## src/rtl/selen_boot_pkg.sv

```systemverilog
// Shared types and constants for the boot controller.
package selen_boot_pkg;

    // Boot sequencer states
    typedef enum logic [2:0] {
        ST_RESET      = 3'd0,
        ST_CACHE_RST  = 3'd1,
        ST_CACHE_INIT = 3'd2,
        ST_CORE_DELAY = 3'd3,
        ST_RUN        = 3'd4,
        ST_ERROR      = 3'd5
    } boot_state_t;

    // Width of the shared phase counter
    localparam int CNT_W = 16;

    // Parameter defaults
    localparam int DEF_RST_SYNC_STAGES   = 2;
    localparam int DEF_CACHE_RST_CYCLES  = 5;
    localparam int DEF_CORE_DELAY_CYCLES = 4;
    localparam int DEF_TIMEOUT_CYCLES    = 1024;

endpackage

```

## src/rtl/selen_boot_ctrl_rst_sync.sv

```systemverilog
// Reset synchronizer: asserts asynchronously, releases STAGES clocks after rst falls.
module selen_rst_sync #(
    parameter int STAGES = 2
) (
    input  logic clk,
    input  logic rst,
    output logic rst_sync
);

    logic [STAGES-1:0] sync_reg;

    // Shift zeros in once rst is gone; rst sets every stage immediately
    always_ff @(posedge clk or posedge rst) begin
        if (rst) begin
            sync_reg <= '1;
        end else begin
            sync_reg <= {sync_reg[STAGES-2:0], 1'b0};
        end
    end

    assign rst_sync = sync_reg[STAGES-1];

endmodule

```

## src/rtl/selen_boot_ctrl.sv

```systemverilog
// Boot sequencer: cache reset, wait for cache init (with timeout), core release delay.
module selen_boot_ctrl
    import selen_boot_pkg::*;
#(
    parameter int RST_SYNC_STAGES   = DEF_RST_SYNC_STAGES,
    parameter int CACHE_RST_CYCLES  = DEF_CACHE_RST_CYCLES,
    parameter int CORE_DELAY_CYCLES = DEF_CORE_DELAY_CYCLES,
    parameter int TIMEOUT_CYCLES    = DEF_TIMEOUT_CYCLES
) (
    input  logic clk,
    input  logic rst,
    input  logic cache_ready,
    output logic cache_rst_n,
    output logic core_rst_n,
    output logic boot_done,
    output logic boot_timeout
);

    // Terminal counts: each phase ends when the counter reaches N-1
    localparam logic [CNT_W-1:0] CACHE_RST_LAST  = CNT_W'(CACHE_RST_CYCLES - 1);
    localparam logic [CNT_W-1:0] CORE_DELAY_LAST = CNT_W'(CORE_DELAY_CYCLES - 1);
    localparam logic [CNT_W-1:0] TIMEOUT_LAST    = CNT_W'(TIMEOUT_CYCLES - 1);

    logic              rst_int;
    boot_state_t       state_reg;
    logic [CNT_W-1:0]  cnt_reg;

    selen_rst_sync #(
        .STAGES (RST_SYNC_STAGES)
    ) u_rst_sync (
        .clk      (clk),
        .rst      (rst),
        .rst_sync (rst_int)
    );

    // Sequencer: outputs are loaded together with the state they belong to,
    // so every output changes on the edge that enters its state
    always_ff @(posedge clk or posedge rst_int) begin
        if (rst_int) begin
            state_reg    <= ST_RESET;
            cnt_reg      <= '0;
            cache_rst_n  <= 1'b0;
            core_rst_n   <= 1'b0;
            boot_done    <= 1'b0;
            boot_timeout <= 1'b0;
        end else begin
            case (state_reg)
                ST_RESET: begin
                    state_reg   <= ST_CACHE_RST;
                    cnt_reg     <= '0;
                    cache_rst_n <= 1'b0;
                    core_rst_n  <= 1'b0;
                end
                ST_CACHE_RST: begin
                    if (cnt_reg == CACHE_RST_LAST) begin
                        state_reg   <= ST_CACHE_INIT;
                        cnt_reg     <= '0;
                        cache_rst_n <= 1'b1;
                    end else begin
                        cnt_reg <= cnt_reg + 1'b1;
                    end
                end
                ST_CACHE_INIT: begin
                    // cache_ready is checked first so it beats a coincident timeout
                    if (cache_ready) begin
                        state_reg <= ST_CORE_DELAY;
                        cnt_reg   <= '0;
                    end else if (cnt_reg == TIMEOUT_LAST) begin
                        state_reg    <= ST_ERROR;
                        cnt_reg      <= '0;
                        cache_rst_n  <= 1'b0;
                        boot_timeout <= 1'b1;
                    end else begin
                        cnt_reg <= cnt_reg + 1'b1;
                    end
                end
                ST_CORE_DELAY: begin
                    if (cnt_reg == CORE_DELAY_LAST) begin
                        state_reg  <= ST_RUN;
                        cnt_reg    <= '0;
                        core_rst_n <= 1'b1;
                        boot_done  <= 1'b1;
                    end else begin
                        cnt_reg <= cnt_reg + 1'b1;
                    end
                end
                ST_RUN, ST_ERROR: begin
                    // Terminal until reset; counter frozen so it cannot wrap
                    state_reg <= state_reg;
                end
                default: begin
                    state_reg    <= ST_RESET;
                    cnt_reg      <= '0;
                    cache_rst_n  <= 1'b0;
                    core_rst_n   <= 1'b0;
                    boot_done    <= 1'b0;
                    boot_timeout <= 1'b0;
                end
            endcase
        end
    end

endmodule

```

## config.mk

```make
export PLATFORM = sky130hd
export DESIGN_NAME = selen_boot_ctrl
export DESIGN_NICKNAME = d
export VERILOG_FILES = /design/src/rtl/selen_boot_pkg.sv /design/src/rtl/selen_boot_ctrl_rst_sync.sv /design/src/rtl/selen_boot_ctrl.sv
export SDC_FILE = /design/constraint.sdc
export NUM_CORES = 1
export LEC_CHECK = 0
export BUFFER_PORTS_ARGS = -buffer_cell sky130_fd_sc_hd__buf_2
export CAP_MARGIN = 10
export CORE_MARGIN = 2
export CORE_UTILIZATION = 45
export DETAILED_ROUTE_END_ITERATION = 10
export HOLD_SLACK_MARGIN = 0.02
export PLACE_DENSITY = 0.75
export SLEW_MARGIN = 40
export SYNTH_ARGS = -nofsm -noshare
export SYNTH_HDL_FRONTEND = slang
export SYNTH_HIERARCHICAL = 1
export SYNTH_SLANG_ARGS = --single-unit
```

## constraint.sdc

```tcl
create_clock -name clk -period 0.8 [get_ports clk]
set_input_delay 0.08 -clock clk [delete_from_list [all_inputs] [get_ports clk]]
set_output_delay 0.08 -clock clk [all_outputs]
set_load 0.05 [all_outputs]
```

# Word-level counts from Yosys, hierarchy flattened
# Index checks and enable logic that the tools add are counted.
# totals
ram_bits	0
rom_bits	0
latchBits	0
ff_bits	25
word_cells	57
out_inout_bits	4
memories	0
# op_classes
n_addsub	1
eq_ne	13
n_shift	0
mux	20
n_div	0
n_bitwise	5
magnitude_cmp	0
reduce_logical	11
multipliers	0
# op_table
op	n
2-to-1 mux 16 bit	4
case mux 16 bit (4 select lines)	1
adder 16 x 1 -> 16 bit, second input constant	1
== test 16 x 10 -> 1 bit, second input constant	1
== test 16 x 2 -> 1 bit, second input constant	1
== test 16 x 3 -> 1 bit, second input constant	1
case mux 3 bit (5 select lines)	1
2-to-1 mux 3 bit	4
OR reduction 5 bit	2
inequality test 2 bit, second input constant	4
AND reduction 4 bit	2
== test 3 x 2 -> 1 bit, second input constant	2
== test 3 bit, second input constant	2
2-to-1 mux 1 bit	6
case mux 1 bit (2 select lines)	3
inverter 1 bit	5
AND reduction 2 bit	2
OR reduction 4 bit	1
== test 3 x 1 -> 1 bit, second input constant	1
logical NOT 3 bit	1
inequality test 3 bit, second input constant	1
case mux 1 bit (3 select lines)	1
AND reduction 3 bit	1
OR reduction 3 bit	1
OR reduction 2 bit	1

# Logic depth before layout (Yosys ltp)
# depth
word_depth	4
depth_mapped	8
depth_no_buf	7

# Cells and area by module
# Netlist, hierarchy kept.
# by_module_without_submodules
module	instances	area_per_inst_um2	cells_per_inst
selen_boot_ctrl	1	1391.3	161
selen_rst_sync	1	60.1	4

# Worst setup path before layout
# OpenSTA, ideal clock, no wires.
# synth_timing
path_kind	reg2reg
from	register cnt_reg[0]
to	register cnt_reg[3]
stages_incl_launch_ff	9
n_path_buf	2
t_arrival_ns	1.712
path_slack_ns	-0.999
required_ns	0.713
cell_sequence	dfrtp_1 > ha_1 > and3_1 > and4_1 > buf_6 > a21oi_4 > nor2_1 > buf_2 > o211ai_1
# synth_between
elab_chain_cells	4
word_cells_on_any_way	9
cone_classes	add/sub (1); eq/ne (3); mux (5)
# synth_lines
element	line	rtl
start: declaration	selen_boot_ctrl.sv:26	logic [CNT_W-1:0] cnt_reg;
start signal: assignment	selen_boot_ctrl.sv:60	cnt_reg <= cnt_reg + 1'b1;
start signal: assignment	selen_boot_ctrl.sv:74	cnt_reg <= cnt_reg + 1'b1;
start signal: assignment	selen_boot_ctrl.sv:84	cnt_reg <= cnt_reg + 1'b1;
adder 16 x 1 -> 16 bit / == test 16 x 10 -> 1 bit (equally long branches)	n/a	
2-to-1 mux 16 bit	selen_boot_ctrl.sv:68	end else if (cnt_reg == TIMEOUT_LAST) begin
2-to-1 mux 16 bit	selen_boot_ctrl.sv:65	if (cache_ready) begin
case mux 16 bit (4 select lines) (*)	selen_boot_ctrl.sv:47	case (state_reg)
# Every way passes the cells marked *; elsewhere a longest branch is shown, timed or not.
# A chain may end at the register's enable or synchronous reset.

# Worst setup path in the final report
# layout_timing
from	register cnt_reg[0]
to	register cnt_reg[6]
# Same word-level chain as after synthesis.

==> results.cfg <==
[run_status]
status = finished, violations left
violations = setup timing

[drt]
drt_iter0_drc = 83
top_layer = met4
wl_met2_um = 2410
viasPerCell = 5.80
detail-route-antenna-nets = 0
vias = 1549
finalWirelength_um = 4730
dr.pass1.iters = 6
drcViolationCount = 0
wl_per_cell_um = 17.7
drt-met1-wl_um = 1950
routed-wl-met3_um = 228

[clock_tree]
cts_sinks = 25
cts_root_buf = clkbuf_4
clk_pin_slew_ps = 150
clk_path_buf_depth = 2
cts_made_buffers = 3
htreeDepth = 1
tritoncts = yes
clk_latency_ps = 350

[setup_path]
worst-setup-path-type = flip-flop to flip-flop
cp_cell_sequence = ha_2 > and3_4 > and4_4 > a21oi_4 > buf_6 > o21ai_0 > o211ai_1
cp.arrival_ps = 1990
path_delay_family = flip-flops
worstSetupStartpointType = flip-flop
crit_required_ps = 1020
regToRegStartpoint = cnt_reg[0]
slowest_delay_ps = 430
slowest_stage = dfrtp_1
cp-end-kind = flip-flop
crit_start = cnt_reg[0]
worst-path-buf-inv = 1
critPathMaxFanout = 6

[timing]
fmaxAchievable_ghz = 0.565
hold_violations = 0
maxSlewViolCount = 0
period_share_pct = 221
whs_ps = 258
period_minus_slack_ps = 1770
final.setup.tns_ps = -21440
setup_slack_ps = -970
rsz0062_at_grt = yes
skew_ps = 9.74
setup_viol = 27

[yosys]
ys_types = 48
synthesis.nets = 170
ys_seq_area_share_pct = 43.3
synth_area_um2 = 1450
synth_edf_count = 0
synth_warnings = 6
async_flop_share_pct = 100
synth_ff_type = dfrtp_1
synthCells = 165
synth_area_per_cell_um2 = 8.80
synth_seq_cells = 25

[die]
die_area_um2 = 3700
die_h_um = 60.8
initial_core_util_pct = 47.5
core-area_um2 = 3050
io_pins = 7
row_count = 20
fp.dieW_um = 60.8

[placed_design]
place_area_um2 = 1880
portBuffers = 6
dp.cells = 253
gp_congestion = 0.825
dp_slack_ps = -992
hpwl_um = 2760

[final_layout]
drive_gt1_share_pct = 49.3
nets = 229
utilization_pct = 73.0
antennaDiodeCount = 0
fin_cells = 267
largest_reg_flops = 16
syn2layout_area_growth_pct = 53.5
fin_area_um2 = 2230

[pwr]
total_power_mw = 1.95
powerDensity_nw_per_um2 = 877
p_leak_nw = 0.960
ir_drop_v = 0.00112

[hold_path]
min_from = cache_ready
hold_class = input port to flip-flop

[global_route]
grt_usage_pct = 25.5
grt_max_degree = 24
antenna_found_initial = 0
grt_pass1_wl_um = 6990
grt_overflow_total = 0
grt_pass1_vias = 1469

[flow_run]
cap_violations = 0
-- layout by cell type (no fill, tap or decap), types with 3 or more instances in the layout --
cell / instances
buf_4: 46
nand2_1: 24
dfrtp_1: 21
buf_6: 11
nor2_1: 9
inv_1: 7
o21ai_1: 7
nand3_1: 6
o211ai_1: 5
o21ai_0: 4
o21ai_2: 4
and4_4: 3
clkbuf_4: 3
-- metal layers --
| metal | vias up | GRT usage [%] |
|---|---|---|
| li1 | 710 | - |
| met1 | 747 | 34.6 |
| met2 | 70 | 41.8 |
| met3 | 22 | 3.84 |
| met4 | 0 | 9.01 |
| met5 | - | 0 |
-- worst min-delay path, delay by kind of cell --
family / cells / cell delay [ps]
and+or+nand+nor: 2 / 120
AOI/OAI and AO/OA: 2 / 180
buffers and inverters: 2 / 180
-- cells in the mapped netlist, types with 3 or more instances --
cell type / count / share of area, %
nor2b_1: 3 / 1.3
buf_2: 4 / 1.4
o21ai_0: 9 / 3.1
nand2_1: 25 / 6.5
o211ai_1: 5 / 2.6
dfrtp_1: 23 / 40
nor2_1: 12 / 3.1
nand3_1: 8 / 2.8
and4_1: 5 / 3.0
a21oi_1: 3 / 1.0
o21ai_1: 6 / 2.1
and3_1: 3 / 1.3
inv_1: 8 / 2.1
clkbuf_1: 3 / 0.78
nand2b_1: 3 / 1.3
nor3_1: 4 / 1.4
-- worst paths after layout --
path	to	slack, ps	cells past startpoint
max reg2reg	cnt_reg[6]	-970	7
min reg2reg	state_reg[0]	270	2
min	cache_rst_n	260	6
min in group asynchronous	state_reg[0]	270	2
max in group asynchronous	cnt_reg[7]	360	2
max	cnt_reg[6]	-970	7
-- area by class of cell --
cell class,instances,area (um2)
inverters,8,30.0
flip-flops and latches,25,631
fillers,194,825
multi-input cells,124,957
well taps,44,55.1
clock buffers,4,26.3
repair buffers,62,529
-- kinds of logic after synthesis --
| logic type | count (synthesis) | share of synthesized area, % |
|---|---|---|
| other cells | 1 | 0.258 |
| flops | 25 | 43.3 |
| xor+xnor | 3 | 1.81 |
| fa+ha+maj | 2 | 1.72 |
| simple gates | 75 | 26.8 |
| compound gates | 43 | 21.1 |
| buf+inv | 16 | 5.00 |
-- what timing repair did --
action,4_1_cts,5_1_grt
pin swaps,15,17
hold buffers,1,0
buffers inserted,7,2
hold endpoints to repair,2,0
endpoints found under the setup margin,27,27
gates cloned,0,0
resized for setup,34,27
-- power breakdown --
group          internal [mW]  total, mW  switching (mW)
Combinational         0.0217     0.0529          0.0312
Sequential              1.27       1.27         0.00139
Clock                  0.197      0.626           0.429
Total                   1.49       1.95           0.461
(Power assumes the default switching activity.)
